<file path="config.mk">
export PLATFORM = sky130hd
export DESIGN_NAME = ex_pipe_reg_chain
export DESIGN_NICKNAME = d
export VERILOG_FILES = /design/src/rtl/ex_pipe_reg_chain.sv
export SDC_FILE = /design/constraint.sdc
export NUM_CORES = 1
export LEC_CHECK = 0
export BUFFER_PORTS_ARGS = -buffer_cell sky130_fd_sc_hd__buf_2
export CORE_AREA = 2 2 212 214
export DETAILED_ROUTE_END_ITERATION = 10
export DIE_AREA = 0 0 214 216
export PLACE_DENSITY = 0.46
export RECOVER_POWER = 100
export SETUP_SLACK_MARGIN = 0.1
export SYNTH_ARGS = -nofsm -noshare
export SYNTH_HDL_FRONTEND = slang
export SYNTH_SLANG_ARGS = --single-unit
</file>
<file path="constraint.sdc">
create_clock -name Clk -period 34.1 [get_ports Clk]
set_clock_uncertainty 0.15 [all_clocks]
set_input_delay 5.115 -clock Clk [delete_from_list [all_inputs] [get_ports Clk]]
set_output_delay 5.115 -clock Clk [all_outputs]
set_load 0.01 [all_outputs]
</file>
<file path="src/rtl/ex_pipe_reg_chain.sv">
// ex_pipe_reg_chain: parametrised execute-stage register bank.
// DEPTH stages, each holding a valid bit, a CTRL_W control vector and
// LANES data words of DATA_W bits. Stage DEPTH-1 drives the outputs.
//
// Handshake: an entry moves across a boundary on a rising edge when the
// producer's valid and the consumer's ready are both high in that cycle.
// Ready is combinational from the output back to the input. Any stage
// that does not hold a valid entry always takes the entry behind it. This
// lets bubbles collapse under backpressure.
//
// Flush kills every in-flight entry: valid and control bits are cleared.
// Data words are left as they are. Control of an invalid stage is always
// zero, so a bubble can never assert a write enable downstream.
//
// Optional build macro: EX_PIPE_LANE_GATE_EN adds In_LaneEn. That port
// is a per-entry lane mask. A masked-off lane keeps its old value on
// every load, which saves power when SAD lanes are idle.
module ex_pipe_reg_chain #(
  parameter int DATA_W = 32,
  parameter int LANES  = 8,
  parameter int CTRL_W = 12,
  parameter int DEPTH  = 1
) (
  input  logic                         Clk,
  input  logic                         Reset,
  input  logic                         Flush,
  input  logic                         In_Valid,
  output logic                         In_Ready,
  input  logic [CTRL_W-1:0]            In_Ctrl,
  input  logic [LANES*DATA_W-1:0]      In_Data,
`ifdef EX_PIPE_LANE_GATE_EN
  input  logic [LANES-1:0]             In_LaneEn,
`endif
  output logic                         Out_Valid,
  input  logic                         Out_Ready,
  output logic [CTRL_W-1:0]            Out_Ctrl,
  output logic [LANES*DATA_W-1:0]      Out_Data,
  output logic [$clog2(DEPTH+1)-1:0]   Occupancy
);

  localparam int OCC_W = $clog2(DEPTH + 1);
  localparam int LAST  = DEPTH - 1;

  logic [DEPTH-1:0]          v;
  logic [CTRL_W-1:0]         c [DEPTH];
  logic [LANES*DATA_W-1:0]   d [DEPTH];
  logic [DEPTH-1:0]          adv;
  logic                      accept;
  logic [OCC_W-1:0]          occ;
`ifdef EX_PIPE_LANE_GATE_EN
  logic [LANES-1:0]          m [DEPTH];
`endif

  // Ready chain: a stage can take a new entry if it is empty or its contents move on
  always_comb begin
    adv = '0;
    adv[LAST] = !v[LAST] | Out_Ready;
    for (int i = DEPTH - 2; i >= 0; i--) begin
      adv[i] = !v[i] | adv[i + 1];
    end
  end

  assign In_Ready = adv[0] & !Flush;
  assign accept   = In_Valid & In_Ready;

  // Stage registers: reset clears all, flush kills valid/ctrl, otherwise shift where allowed
  always_ff @(posedge Clk) begin
    if (Reset) begin
      v <= '0;
      for (int i = 0; i < DEPTH; i++) begin
        c[i] <= '0;
        d[i] <= '0;
`ifdef EX_PIPE_LANE_GATE_EN
        m[i] <= '0;
`endif
      end
    end else if (Flush) begin
      v <= '0;
      for (int i = 0; i < DEPTH; i++) begin
        c[i] <= '0;
      end
    end else begin
      if (adv[0]) begin
        v[0] <= accept;
        c[0] <= accept ? In_Ctrl : '0;
`ifdef EX_PIPE_LANE_GATE_EN
        m[0] <= In_LaneEn;
        for (int k = 0; k < LANES; k++) begin
          if (In_LaneEn[k]) begin
            d[0][k*DATA_W +: DATA_W] <= In_Data[k*DATA_W +: DATA_W];
          end
        end
`else
        d[0] <= In_Data;
`endif
      end
      for (int i = 1; i < DEPTH; i++) begin
        if (adv[i]) begin
          v[i] <= v[i - 1];
          c[i] <= c[i - 1];
`ifdef EX_PIPE_LANE_GATE_EN
          m[i] <= m[i - 1];
          for (int k = 0; k < LANES; k++) begin
            if (m[i - 1][k]) begin
              d[i][k*DATA_W +: DATA_W] <= d[i - 1][k*DATA_W +: DATA_W];
            end
          end
`else
          d[i] <= d[i - 1];
`endif
        end
      end
    end
  end

  // Occupancy: number of valid stages
  always_comb begin
    occ = '0;
    for (int i = 0; i < DEPTH; i++) begin
      occ = occ + OCC_W'(v[i]);
    end
  end

  assign Occupancy = occ;
  assign Out_Valid = v[LAST];
  assign Out_Ctrl  = v[LAST] ? c[LAST] : '0;
  assign Out_Data  = d[LAST];

endmodule
</file>
==> flow_metrics.env <==
export IMPL_wl_um=32400
export IMPL_maxCapViolCount=5
export IMPL_diodes=0
export IMPL_num_vias=7279
export IMPL_vias_per_cell=4.15
export IMPL_cts_tree="done"
export IMPL_hold_viol=0
export IMPL_grt_max_degree=259
export IMPL_antenna_found_initial=2
export IMPL_timing_setup_tns_ps=0
export IMPL_synth_cell_types=21
export IMPL_power_density_nw_per_um2=54.8
export IMPL_syn_area_sq_um=10500
export IMPL_syn_avg_cell_area_sq_um=16.9
export IMPL_max_stage_delay_ps=6140
export IMPL_ys_seq_area_share_pct=77.2
export IMPL_tightest_slew_ps=9510
export IMPL_ir_drop_mv=0.0442
export IMPL_cts_num_sinks=269
export IMPL_synth_area_leaders="edfxtp_1 (77%), and3_1 (15%), buf_6 (2.5%)"
export IMPL_place_congestion=0.801
export IMPL_wl_per_cell_um=18.5
export IMPL_slew_headroom_pct=-534
export IMPL_ant_nets=0
export IMPL_syn_nets=892
export IMPL_post_cts_buffers=0
export IMPL_status="finished, violations left"
export IMPL_holdBufCountCts=0
export IMPL_track_usage_pct=13.2
export IMPL_die_x_um=214
export IMPL_die_area_sq_um=46200
export IMPL_final_setup_viol_count=0
export IMPL_reg2reg_slack_ps=24330
export IMPL_grt_pass1_vias=7637
export IMPL_worst_ep_arrival_time_ps=14400
export IMPL_final_max_slew_viol_count=533
export IMPL_grt_pass1_wl_um=47500
export IMPL_utilization_pct=31.9
export IMPL_hold_path_class="flip-flop to flip-flop"
export IMPL_row_count=77
export IMPL_grt_overflow=0
export IMPL_cts_resized=0
export IMPL_cts_max_level=1
export IMPL_io_pins=544
export IMPL_cp_slowest_cell="clkbuf_1"
export IMPL_synth_top_cell_area_share_pct=77.0
export IMPL_drc=0
export IMPL_areaGrowthSynthToFinish_pct=33.7
export IMPL_crit_type="primary input to flip-flop"
export IMPL_clock_latency_ps=550
export IMPL_die_height_um=216
export IMPL_netlist_instances=619
export IMPL_period_share_pct=43.6
export IMPL_total_leakage_power_nw=6.35
export IMPL_worstPathRequired_ps=33630
export IMPL_core_area_sq_um=43800
export IMPL_regArea_sq_um=8070
export IMPL_fin_crit_ps=14870
export IMPL_portBuffers=543
export IMPL_worst_setup_path_end_kind="flip-flop"
export IMPL_cp_max_fo=258
export IMPL_final_cell_mix="buf_2 (279), clkbuf_1 (278), edfxtp_1 (268)"
export IMPL_crit_buf_inv=2
export IMPL_place_hpwl_um=22300
export IMPL_ys_ff_latch=269
export IMPL_ys_warn_count=0
export IMPL_fmax_mhz=67.2
export IMPL_cp_common_cell="clkbuf_1"
export IMPL_dr_pass1_iters=4
export IMPL_path_clk_slew_ps=60
export IMPL_yosysTopAreaCell="edfxtp_1"
export IMPL_fillCellCount=4588
export IMPL_critical_path_cell_chain="clkbuf_1 > nor2_4 > clkbuf_1 > nand2_1"
export IMPL_whs_ps=948
export IMPL_drt_iter0_drc=567
export IMPL_clockRootBuffer="clkbuf_16"
export IMPL_rsz0062_at_grt="no"
export IMPL_numCtsBuffers=31
export IMPL_cts_buffer_depth=3
export IMPL_multi_input_area_sq_um=1870
export IMPL_final_layout_size_suffix_gt1_share_pct=28.2
export IMPL_startpoint_type="primary input"
export IMPL_start_util_pct=23.9
export IMPL_fin_nets=1413
export IMPL_violations="capacitance limit, slew limit"
export IMPL_critPathTopFamily="buffers and inverters"
export IMPL_mostFrequentLayoutCell="buf_2"
==> per-layer routing <==
layer | routed length (um) | global-route usage (%) | share of wire, %
met2 | 16000 | 22.7 | 49
met3 | 2540 | 3.88 | 7.9
met4 | 667 | 3.80 | 2.1
met1 | 13100 | 16.0 | 41
met5 | 27 | 0 | 0.083
==> worst register-to-register path, delay by kind of cell, from the launching register on <==
kind / cells / cell delay [ps]
AO/OA/AOI/OAI: 1 / 350
buffers and inverters: 3 / 7820
flip-flops: 1 / 480
AND/OR/NAND/NOR: 1 / 440
==> sequential cells by signal, summed over array words and instances, names as in the netlist <==
| signal | cells |
|---|---|
| c | 12 |
| Out_Valid | 1 |
| d | 256 |
==> path summary, 6_finish.rpt <==
check | startpoint | to | depth (start not counted)
max | Reset | c[0][7]$_SDFFCE_PN0P_ | 4
min | Out_Valid$_SDFFE_PP0P_ | d[0][247]$_SDFFCE_PN0P_ | 2
max reg2reg | Out_Valid$_SDFFE_PP0P_ | d[0][126]$_SDFFCE_PN0P_ | 5
min reg2reg | Out_Valid$_SDFFE_PP0P_ | d[0][247]$_SDFFCE_PN0P_ | 2
==> metrics by stage <==
stage               total power (W)  area [sq um]  setup slack, ps  instances
floorplan                  0.000445         10500            15900        619
global placement           0.000482         13500            22950       1699
detailed placement         0.000482         13500            22960       1699
CTS                        0.000783         14400            22950       1753
global route               0.000798         14000            17660       1753
finish                     0.000767         14000            19230       1753
==> synth_stat cells (all sizes together) <==
master,number
nor2b,1
o21a,1
o21bai,1
clkbuf,7
buf,55
and3,256
nor4b,12
and2,12
nand2,1
dfxtp,1
nand2b,2
edfxtp,268
nor2,2
==> power by group <==
part           leakage, nW  switching (W)  internal, W
Combinational         2.96      0.0000443    0.0000281
Sequential            2.96     0.00000654     0.000392
Clock                0.426       0.000131     0.000166
==> logic make-up after synthesis <==
logic type / count (synthesis) / synth area share [%]
AOI/OAI and AO/OA: 2 / 0.144
DFF: 269 / 77.2
and+or+nand+nor: 286 / 18.1
buffers and inverters: 62 / 4.62
==> area by class of cell <==
type                    instances  share of cell area, %
clock buffers                  40                   5.79
clock inverters                14                  0.510
multi-input cells             288                   13.4
flip-flops and latches        269                   57.7
well taps                     592                   5.30
repair buffers                550                   17.3
(Power assumes the default switching activity.)
